### src/rtl/preadder_sched_if.sv
// preadder_sched_if: bundle between the operation sequencers (requesters)
// and the preadder scheduler.
//   Requester side : req, req_mode1, req_mode2, req_len, req_tag
//   Scheduler side : gnt, ack, sel, mode1, mode2, z0_valid, z1_valid,
//                    out_tag, out_last, busy
// Modports: master = requester/sequencer side, slave = scheduler.
interface preadder_sched_if #(
   parameter int N_REQ = 2,
   parameter int LEN_W = 4,
   parameter int TAG_W = 4
);
   localparam int SEL_W = (N_REQ > 1) ? $clog2(N_REQ) : 1;

   logic [N_REQ-1:0]       req;
   logic [2*N_REQ-1:0]     req_mode1;
   logic [2*N_REQ-1:0]     req_mode2;
   logic [LEN_W*N_REQ-1:0] req_len;
   logic [TAG_W*N_REQ-1:0] req_tag;
   logic [N_REQ-1:0]       gnt;
   logic [N_REQ-1:0]       ack;
   logic [SEL_W-1:0]       sel;
   logic [1:0]             mode1;
   logic [1:0]             mode2;
   logic                   z0_valid;
   logic                   z1_valid;
   logic [TAG_W-1:0]       out_tag;
   logic                   out_last;
   logic                   busy;

   modport master (
      output req, req_mode1, req_mode2, req_len, req_tag,
      input  gnt, ack, sel, mode1, mode2, z0_valid, z1_valid, out_tag, out_last, busy
   );

   modport slave (
      input  req, req_mode1, req_mode2, req_len, req_tag,
      output gnt, ack, sel, mode1, mode2, z0_valid, z1_valid, out_tag, out_last, busy
   );
endinterface

### src/rtl/preadder_sched.sv
// preadder_sched: round-robin scheduler sharing one preadder among N_REQ
// burst requesters. A granted burst is streamed one beat per cycle (ack/sel
// steer the X/Y operand mux, mode1/mode2 drive the preadder) and the
// valids/tag/last flag are delayed one cycle to line up with Z0/Z1.
// Ports:
//   clk, rst        clock, synchronous active-high reset
//   sched (slave)   request bundle in, grant/beat/output-alignment bundle out
//   perf_busy_cyc   RUN-cycle counter   (only with PREADDER_SCHED_PERF_EN)
//   perf_bursts     grant counter       (only with PREADDER_SCHED_PERF_EN)
// Build option: define PREADDER_SCHED_PERF_EN to add the two perf counters.
module preadder_sched #(
   parameter int N_REQ = 2,
   parameter int LEN_W = 4,
   parameter int TAG_W = 4
) (
   input  logic                   clk,
   input  logic                   rst,
   preadder_sched_if.slave        sched
`ifdef PREADDER_SCHED_PERF_EN
   ,
   output logic [31:0]            perf_busy_cyc,
   output logic [31:0]            perf_bursts
`endif
);
   localparam int SEL_W = (N_REQ > 1) ? $clog2(N_REQ) : 1;

   typedef enum logic [0:0] {ST_IDLE = 1'b0, ST_RUN = 1'b1} state_t;

   state_t             state_q, state_d;
   logic [SEL_W-1:0]   rr_q, rr_d, own_q, own_d, win_s;
   logic [SEL_W:0]     idx_s;
   logic               found_s, last_s, grant_s, run_s;
   logic [LEN_W-1:0]   cnt_q, cnt_d, win_len_s;
   logic [1:0]         m1_q, m1_d, m2_q, m2_d, win_m1_s, win_m2_s;
   logic [TAG_W-1:0]   tag_q, tag_d, win_tag_s, otag_q;
   logic               first_q, first_d;
   logic               z0v_q, z1v_q, olast_q;

   assign run_s   = (state_q == ST_RUN);
   assign last_s  = run_s && (cnt_q == LEN_W'(1));
   // Arbitrate from IDLE or on the final beat so back-to-back bursts have no bubble.
   assign grant_s = !rst && found_s && (!run_s || last_s);

   // Round-robin search: first set req at or after the rr pointer.
   always_comb begin
      found_s = 1'b0;
      win_s   = '0;
      idx_s   = '0;
      for (int k = 0; k < N_REQ; k++) begin
         idx_s   = {1'b0, rr_q} + (SEL_W+1)'(k);
         idx_s   = (idx_s >= (SEL_W+1)'(N_REQ)) ? idx_s - (SEL_W+1)'(N_REQ) : idx_s;
         win_s   = (sched.req[idx_s[SEL_W-1:0]] && !found_s) ? idx_s[SEL_W-1:0] : win_s;
         found_s = found_s | sched.req[idx_s[SEL_W-1:0]];
      end
   end

   // Select the winning requester's burst descriptor.
   always_comb begin
      win_m1_s  = 2'b00;
      win_m2_s  = 2'b00;
      win_len_s = '0;
      win_tag_s = '0;
      for (int i = 0; i < N_REQ; i++) begin
         win_m1_s  = win_m1_s  | ({2{win_s == SEL_W'(i)}}     & sched.req_mode1[2*i +: 2]);
         win_m2_s  = win_m2_s  | ({2{win_s == SEL_W'(i)}}     & sched.req_mode2[2*i +: 2]);
         win_len_s = win_len_s | ({LEN_W{win_s == SEL_W'(i)}} & sched.req_len[LEN_W*i +: LEN_W]);
         win_tag_s = win_tag_s | ({TAG_W{win_s == SEL_W'(i)}} & sched.req_tag[TAG_W*i +: TAG_W]);
      end
   end

   // FSM state register.
   always_ff @(posedge clk) begin
      if (rst) begin
         state_q <= ST_IDLE;
      end else begin
         state_q <= state_d;
      end
   end

   // FSM next-state logic.
   always_comb begin
      state_d = state_q;
      case (state_q)
         ST_IDLE: state_d = found_s ? ST_RUN : ST_IDLE;
         ST_RUN:  state_d = (last_s && !found_s) ? ST_IDLE : ST_RUN;
         default: state_d = ST_IDLE;
      endcase
   end

   // Burst bookkeeping next-state: latch descriptor on grant, count beats otherwise.
   always_comb begin
      rr_d    = rr_q;
      own_d   = own_q;
      cnt_d   = cnt_q;
      m1_d    = m1_q;
      m2_d    = m2_q;
      tag_d   = tag_q;
      first_d = first_q;
      if (grant_s) begin
         own_d   = win_s;
         rr_d    = (win_s == SEL_W'(N_REQ-1)) ? '0 : win_s + SEL_W'(1);
         cnt_d   = (win_len_s == '0) ? LEN_W'(1) : win_len_s;
         m1_d    = win_m1_s;
         m2_d    = win_m2_s;
         tag_d   = win_tag_s;
         first_d = 1'b1;
      end else if (run_s) begin
         cnt_d   = cnt_q - LEN_W'(1);
         first_d = 1'b0;
      end else begin
         first_d = first_q;
      end
   end

   // Burst bookkeeping registers.
   always_ff @(posedge clk) begin
      if (rst) begin
         rr_q    <= '0;
         own_q   <= '0;
         cnt_q   <= '0;
         m1_q    <= 2'b00;
         m2_q    <= 2'b00;
         tag_q   <= '0;
         first_q <= 1'b0;
      end else begin
         rr_q    <= rr_d;
         own_q   <= own_d;
         cnt_q   <= cnt_d;
         m1_q    <= m1_d;
         m2_q    <= m2_d;
         tag_q   <= tag_d;
         first_q <= first_d;
      end
   end

   // Output-alignment stage: one cycle behind the beat, like the preadder's Z0/Z1.
   // A pair mode's first beat would combine with the previous burst's operand.
   always_ff @(posedge clk) begin
      if (rst) begin
         z0v_q   <= 1'b0;
         z1v_q   <= 1'b0;
         olast_q <= 1'b0;
         otag_q  <= '0;
      end else begin
         z0v_q   <= run_s && !((m1_q == 2'b01) && first_q);
         z1v_q   <= run_s && !((m2_q == 2'b10) && first_q);
         olast_q <= last_s;
         otag_q  <= run_s ? tag_q : otag_q;
      end
   end

   // FSM outputs: grant pulse, beat strobe and operand/mode steering.
   always_comb begin
      sched.gnt   = '0;
      sched.ack   = '0;
      sched.sel   = run_s ? own_q : '0;
      sched.mode1 = run_s ? m1_q : 2'b00;
      sched.mode2 = run_s ? m2_q : 2'b00;
      for (int i = 0; i < N_REQ; i++) begin
         sched.gnt[i] = grant_s && (win_s == SEL_W'(i));
         sched.ack[i] = run_s && !rst && (own_q == SEL_W'(i));
      end
   end

   assign sched.busy     = run_s;
   assign sched.z0_valid = z0v_q;
   assign sched.z1_valid = z1v_q;
   assign sched.out_tag  = otag_q;
   assign sched.out_last = olast_q;

`ifdef PREADDER_SCHED_PERF_EN
   logic [31:0] pbusy_q, pburst_q;

   // Performance counters; wrap naturally at 2^32.
   always_ff @(posedge clk) begin
      if (rst) begin
         pbusy_q  <= 32'd0;
         pburst_q <= 32'd0;
      end else begin
         pbusy_q  <= pbusy_q + {31'd0, run_s};
         pburst_q <= pburst_q + {31'd0, grant_s};
      end
   end

   assign perf_busy_cyc = pbusy_q;
   assign perf_bursts   = pburst_q;
`endif
endmodule

### src/flat_wrapper.sv
// flat-port wrapper written by rule: the top's interface ports become plain ports
module preadder_sched_flat 
#(
   parameter int N_REQ = 2,
   parameter int LEN_W = 4,
   parameter int TAG_W = 4
)
  (clk, rst, sched_req, sched_req_mode1, sched_req_mode2, sched_req_len, sched_req_tag, sched_gnt, sched_ack, sched_sel, sched_mode1, sched_mode2, sched_z0_valid, sched_z1_valid, sched_out_tag, sched_out_last, sched_busy);
  preadder_sched_if #(.N_REQ(N_REQ), .LEN_W(LEN_W), .TAG_W(TAG_W)) sched_i ();
  input  logic clk;
  input  logic rst;
  input wire logic [$bits(sched_i.req)-1:0] sched_req;
  input wire logic [$bits(sched_i.req_mode1)-1:0] sched_req_mode1;
  input wire logic [$bits(sched_i.req_mode2)-1:0] sched_req_mode2;
  input wire logic [$bits(sched_i.req_len)-1:0] sched_req_len;
  input wire logic [$bits(sched_i.req_tag)-1:0] sched_req_tag;
  output wire logic [$bits(sched_i.gnt)-1:0] sched_gnt;
  output wire logic [$bits(sched_i.ack)-1:0] sched_ack;
  output wire logic [$bits(sched_i.sel)-1:0] sched_sel;
  output wire logic [$bits(sched_i.mode1)-1:0] sched_mode1;
  output wire logic [$bits(sched_i.mode2)-1:0] sched_mode2;
  output wire logic [$bits(sched_i.z0_valid)-1:0] sched_z0_valid;
  output wire logic [$bits(sched_i.z1_valid)-1:0] sched_z1_valid;
  output wire logic [$bits(sched_i.out_tag)-1:0] sched_out_tag;
  output wire logic [$bits(sched_i.out_last)-1:0] sched_out_last;
  output wire logic [$bits(sched_i.busy)-1:0] sched_busy;
  assign sched_i.req = sched_req;
  assign sched_i.req_mode1 = sched_req_mode1;
  assign sched_i.req_mode2 = sched_req_mode2;
  assign sched_i.req_len = sched_req_len;
  assign sched_i.req_tag = sched_req_tag;
  assign sched_gnt = sched_i.gnt;
  assign sched_ack = sched_i.ack;
  assign sched_sel = sched_i.sel;
  assign sched_mode1 = sched_i.mode1;
  assign sched_mode2 = sched_i.mode2;
  assign sched_z0_valid = sched_i.z0_valid;
  assign sched_z1_valid = sched_i.z1_valid;
  assign sched_out_tag = sched_i.out_tag;
  assign sched_out_last = sched_i.out_last;
  assign sched_busy = sched_i.busy;
  preadder_sched #(.N_REQ(N_REQ), .LEN_W(LEN_W), .TAG_W(TAG_W)) u_core (.clk(clk), .rst(rst), .sched(sched_i));
endmodule
### config.mk
export PLATFORM = sky130hd
export DESIGN_NAME = preadder_sched_flat
export DESIGN_NICKNAME = d
export VERILOG_FILES = /design/src/rtl/preadder_sched_if.sv /design/src/rtl/preadder_sched.sv /design/src/flat_wrapper.sv
export SDC_FILE = /design/constraint.sdc
export NUM_CORES = 1
export LEC_CHECK = 0
export ABC_AREA = 1
export CORE_MARGIN = 2
export CORE_UTILIZATION = 45
export CTS_BUF_LIST = sky130_fd_sc_hd__clkbuf_16
export DETAILED_ROUTE_END_ITERATION = 16
export GPL_TIMING_DRIVEN = 0
export PLACE_DENSITY = 0.94
export SLEW_MARGIN = 10
export SYNTH_ARGS = -nofsm -noshare
export SYNTH_HDL_FRONTEND = slang
export SYNTH_SLANG_ARGS = --single-unit
### constraint.sdc
create_clock -name clk -period 3.4 [get_ports clk]
set_input_delay 0.34 -clock clk [delete_from_list [all_inputs] [get_ports clk]]
set_output_delay 0.34 -clock clk [all_outputs]
set_load 0.01 [all_outputs]
Word level (Yosys, flattened, before mapping)
Index checks and enable logic that the tools add are counted.
{"block": "totals", "reg_bits": 23, "output_inout_bits": 17, "elab_cells": 83}
{"block": "classes", "reduce_logical": 23, "muxes": 20, "bitwise_logic": 16, "order_cmp": 4, "n_eq_ne": 3, "add_sub_neg": 5}
{"operator": "4-bit bitwise AND", "count": 4}
{"operator": "1-bit logical AND", "count": 14}
{"operator": "1-bit 2-to-1 mux", "count": 14}
{"operator": "4-bit 2-to-1 mux", "count": 3}
{"operator": "2-bit bitwise AND", "count": 4}
{"operator": "4-bit OR", "count": 2}
{"operator": "1-bit logical NOT", "count": 6}
{"operator": "4-bit by 1-bit == test with 1-bit output (second input constant)", "count": 1}
{"operator": "4-bit logical NOT", "count": 1}
{"operator": "1-bit by 2-bit less-than comparator with 1-bit output (second input constant)", "count": 2}
{"operator": "2-bit 2-to-1 mux", "count": 2}
{"operator": "2-bit OR", "count": 2}
{"operator": "4-bit by 1-bit subtractor with 4-bit output (second input constant)", "count": 1}
{"operator": "1-bit inverter", "count": 3}
{"operator": "1-bit by 1-bit adder with 2-bit output (second input constant)", "count": 1}
{"operator": "2-bit by 1-bit == test with 1-bit output (second input constant)", "count": 1}
{"operator": "2-bit == test (second input constant)", "count": 1}
{"operator": "1-bit by 2-bit greater-or-equal comparator with 1-bit output (second input constant)", "count": 1}
{"operator": "2-bit greater-or-equal comparator (second input constant)", "count": 1}
{"operator": "1-bit case mux with 2 select lines", "count": 1}
{"operator": "2-bit nonzero test", "count": 1}
{"operator": "1-bit subtractor (second input constant)", "count": 2}
{"operator": "1-bit adder (second input constant)", "count": 1}
{"operator": "1-bit logical OR", "count": 1}
{"operator": "1-bit OR", "count": 1}

Depth between registers and ports, before layout
{"block": "logic_depth", "word_depth": 13, "mapped_depth": 10}

Worst setup path after synthesis
OpenSTA, ideal clock, no wires.
{"block": "synth_path", "path_kind": "flip-flop to output port", "start": "register u_core.cnt_q[1]", "end": "output sched_gnt[1]", "stages_incl_launch_ff": 7, "t_arrival_ps": 988, "path_slack_ps": 2072, "cell_sequence": "dfxtp_1 > inv_1 > ha_1 > nand3_1 > nand2_1 > nand2_4 > nor2_4"}
{"block": "synth_between", "elab_chain_len": 5}
{"item": "start, declared", "line": "preadder_sched.sv:33", "source": "logic [LEN_W-1:0] cnt_q, cnt_d, win_len_s;"}
{"item": "start signal, assigned", "line": "preadder_sched.sv:128", "source": "cnt_q <= cnt_d;"}
{"item": "4-bit by 1-bit == test with 1-bit output", "line": "preadder_sched.sv:40", "source": "assign last_s = run_s && (cnt_q == LEN_W'(1));"}
{"item": "1-bit logical AND", "line": "preadder_sched.sv:40"}
{"item": "1-bit logical OR", "line": "preadder_sched.sv:42", "source": "assign grant_s = !rst && found_s && (!run_s || last_s);"}
{"item": "1-bit logical AND", "line": "preadder_sched.sv:42"}
{"item": "1-bit logical AND", "line": "preadder_sched.sv:160", "source": "sched.gnt[i] = grant_s && (win_s == SEL_W'(i));"}
{"item": "end, declared", "line": "flat_wrapper.sv:17", "source": "output wire logic [$bits(sched_i.gnt)-1:0] sched_gnt;"}
Every way passes these cells.

Worst setup path in the final report
{"block": "layout_path", "start": "input sched_req[1]", "end": "output sched_gnt[0]"}
{"block": "layout_between", "elab_chain_len": 7, "elab_cells_between_ends": 13, "classes_between": "mux: 6; bitwise: 2; reduce/logical: 5"}
{"item": "start, declared", "line": "flat_wrapper.sv:12", "source": "input wire logic [$bits(sched_i.req)-1:0] sched_req;"}
{"item": "1-bit 2-to-1 mux (not written as such) (2 in series)", "line": "preadder_sched.sv:52, preadder_sched.sv:53"}
{"item": "1-bit logical NOT", "line": "preadder_sched.sv:52", "source": "win_s = (sched.req[idx_s[SEL_W-1:0]] && !found_s) ? idx_s[SEL_W-1:0] : win_s;"}
{"item": "1-bit logical AND", "line": "preadder_sched.sv:52"}
{"item": "1-bit 2-to-1 mux", "line": "preadder_sched.sv:52"}
{"item": "1-bit inverter", "line": "preadder_sched.sv:160"}
{"item": "1-bit logical AND *", "line": "preadder_sched.sv:160"}
Every way passes the cells marked *; elsewhere a longest branch is shown, timed or not. The select of a mux whose other input is x is not followed.

==> impl_metrics.py <==
metrics = {
    "floorplan": {
        "die_area_um2": 2890,
        "initial_core_util": 0.462,
        "rows": 18,
        "chipWidth_um": 53.7,
        "io_pins": 45,
        "floorplan.die.height_um": 53.7,
        "design.core.area_um2": 2410,
    },
    "synthesis": {
        "synth_cells": 161,
        "post_synth.cell_area_avg_um2": 6.92,
        "mappedNetlistNets": 191,
        "synth.ff_latch_count": 23,
        "ys_types": 22,
        "synth.cell_area_um2": 1110,
        "synth.yosys.warnings": 0,
        "synth_seq_area_share": 0.413,
    },
    "worst_setup_path": {
        "element_type_at_the_critical_path_start": "primary input",
        "crit_path_required_time_ps": 3060,
        "critical-path-top-cell-by-count": "clkdlybuf4s50_1",
        "crit_chain": "clkdlybuf4s50_1 > o21ai_2 > inv_2 > nand2_4 > nor2_4 > clkdlybuf4s50_1",
        "reg2regPathDepth": 8,
        "reg2reg_to": "u_core.tag_q[1]",
        "worstPathMaxFanout": 10,
        "end_kind": "output port",
        "ff2ff_setup_slack_ps": 1930,
        "timing.critical_path.slowest_cell_delay_ps": 590,
        "cp_data_arrival_time_ps": 2050,
        "r2r-start": "u_core.cnt_q[1]",
        "timing.critical_path.slowest_stage_cell": "clkdlybuf4s50_1",
        "critPathKind": "primary input to output port",
    },
    "hold_path": {
        "min_delay_worst_endpoint": "u_core.rr_q",
        "hold_path.startpoint": "rst",
        "worstHoldPathCells": 2,
        "hp-class": "primary input to register",
    },
    "layout": {
        "design_area_um2": 1660,
        "final.fill_count": 199,
        "areaGrowthSynthToFinish_pct": 49.1,
        "antenna-diode-count": 0,
        "fin_nets": 239,
        "fraction_of_layout_instances_using_a_drive_strength_above_1": 0.0577,
        "finish.utilization": 0.689,
    },
    "global_routing": {
        "grt_antenna_before_repair": 0,
        "globalRouteOverflowTotal": 0,
        "pin_count_of_the_biggest_net_entering_global_routing": 13,
        "grt_pass1_vias": 1078,
        "global_route.usage.total": 0.217,
        "grt_first_pass_wirelength_mm": 4.41,
    },
    "clock_tree": {
        "clock-root-buffer": "clkbuf_16",
        "cts.sinks": 23,
        "post_cts.repair.setup_buffers": 0,
        "total_cts_buffers": 3,
        "clk_latency_ps": 250,
        "cts_buffer_depth": 2,
        "clkSlewWorstSetupHoldPaths_ps": 60,
        "h_tree_depth": 1,
        "cts_tree": "done",
        "cts_hold_buf": 0,
        "postCtsResizedCells": 0,
    },
    "sta": {
        "setup_viol": 0,
        "holdWs_ps": 302,
        "final_critical_path_time_including_i_o_delays_and_setup_ps": 2390,
        "slew_headroom": 0.684,
        "tns_ps": 0,
        "post-route-period-util": 0.702,
        "finalHoldViolCount": 0,
        "finalMaxSlewViolations": 0,
        "worst-slew-pin-transition_ps": 474,
        "skew_ps": 1.57,
        "rsz_0062_raised_after_global_routing": "false",
        "maxClockFrequency_mhz": 419,
    },
    "routing": {
        "wire_per_inst_um": 11.4,
        "ant_nets": 0,
        "postRouteWirelength_mm": 2.71,
        "vias": 1190,
        "dr.pass1.iters": 4,
        "viasPerCell": 5.00,
        "drtIter0Drc": 22,
        "drcViolationCount": 0,
    },
    "status": {
        "outcome": "finished clean",
    },
    "placement": {
        "place_congestion": 0.921,
        "placedInstanceArea_um2": 1580,
        "place.port_buffers": 43,
        "dp_hpwl_mm": 1.97,
    },
    "pwr": {
        "post-layout-total-power_mw": 0.757,
        "cellLeakagePower_nw": 0.747,
        "power_per_unit_of_standard_cell_area_nw_per_um2": 456,
        "ir_worst_vdd_mv": 0.348,
    },
    "run": {
        "maxCapViolCount": 0,
    },
}
[area by class of cell]
cell class	instances	area [um^2]	area share
multi-input combinational	108	532	0.320
sequential	23	460	0.277
timing repair buffer	43	430	0.259
inverter	26	97.6	0.0588
clock buffer	3	75.1	0.0452
tap	30	37.5	0.0226
buffer	4	23.8	0.0143
clock inverter	1	3.75	0.00226
[cell families (layout without fill, tap and decap cells)]
kind of cell,after synthesis,after routing,share of synthesized area
compound gates,29,29,0.156
xor+xnor,2,2,0.0157
fa+ha+maj,2,2,0.0225
buf+inv,30,77,0.109
flops,23,23,0.413
simple gates,75,75,0.283
[cells in the final DEF (no fill, tap or decap), types with 2 or more instances in the layout]
cell / instances
a21oi_1: 4
a31oi_1: 9
clkbuf_1: 2
clkbuf_16: 3
clkdlybuf4s50_1: 43
dfxtp_1: 23
ha_1: 2
inv_1: 25
inv_2: 2
nand2_1: 49
nand3_1: 6
nor2_1: 16
nor2_4: 2
o21ai_0: 11
xor2_1: 2
[critical path: cells and delay by family]
kind,cells,cell delay (ps)
buf+inv,3,1250
simple gates,2,330
compound gates,1,110
[worst max-delay path by stage]
stage	cells after the start	start	slack, ps	to
floorplan	6	u_core.cnt_q[1]	2070	sched_gnt[1]
global placement	6	sched_req[1]	1030	sched_gnt[1]
detailed placement	6	sched_req[1]	1000	sched_gnt[1]
CTS	6	sched_req[1]	1010	sched_gnt[1]
global route	6	sched_req[1]	910	sched_gnt[0]
finish	6	sched_req[1]	1010	sched_gnt[0]
[synthesized netlist by cell type]
master     n  share of area
a21oi_1    4          0.018
nor2_1    16          0.054
nand2_1   49           0.17
o21ai_0   11          0.049
inv_2      2         0.0067
inv_1     24          0.081
buf_2      1         0.0045
dfxtp_1   23           0.41
nand3b_1   1         0.0067
xor2_1     2          0.016
buf_6      1          0.010
o21ai_2    1         0.0079
nand2_4    1          0.010
a21boi_2   1          0.010
ha_1       2          0.022
nand3_1    6          0.027
o31ai_1    1         0.0067
nor2_4     2          0.020
a211oi_1   1         0.0067
o211ai_1   1         0.0067
clkbuf_1   2         0.0067
a31oi_1    9          0.051
[report_power, final]
| part | internal [mW] | total, mW | leakage (nW) | switching, mW |
|---|---|---|---|---|
| clock network | 0.157 | 0.245 | 0.0423 | 0.0886 |
| registers | 0.299 | 0.316 | 0.190 | 0.0168 |
| logic | 0.0948 | 0.195 | 0.515 | 0.100 |
| total | 0.551 | 0.757 | 0.747 | 0.206 |
[flip-flops by register name (all words and copies together) (netlist names), 2 cells and up]
name / cells
u_core.cnt_q: 4
u_core.m1_q: 2
u_core.sched.out_tag: 4
u_core.tag_q: 4
u_core.m2_q: 2
[layer usage]
layer / up-vias / wire [um] / share of wire / track usage
met5: - / 0 / 0 / 0
met4: 0 / 48 / 0.018 / 0.154
met3: 4 / 164 / 0.061 / 0.0500
met2: 50 / 1320 / 0.49 / 0.352
met1: 532 / 1180 / 0.43 / 0.248
li1: 604 / - / - / -
[through the flow]
step,std cells,setup slack (ps)
after global placement,234,1030
after floorplan,161,2070
final,238,1010
after CTS,238,1010
after detailed placement,234,1000
after global routing,238,914
(Power assumes the default switching activity.)
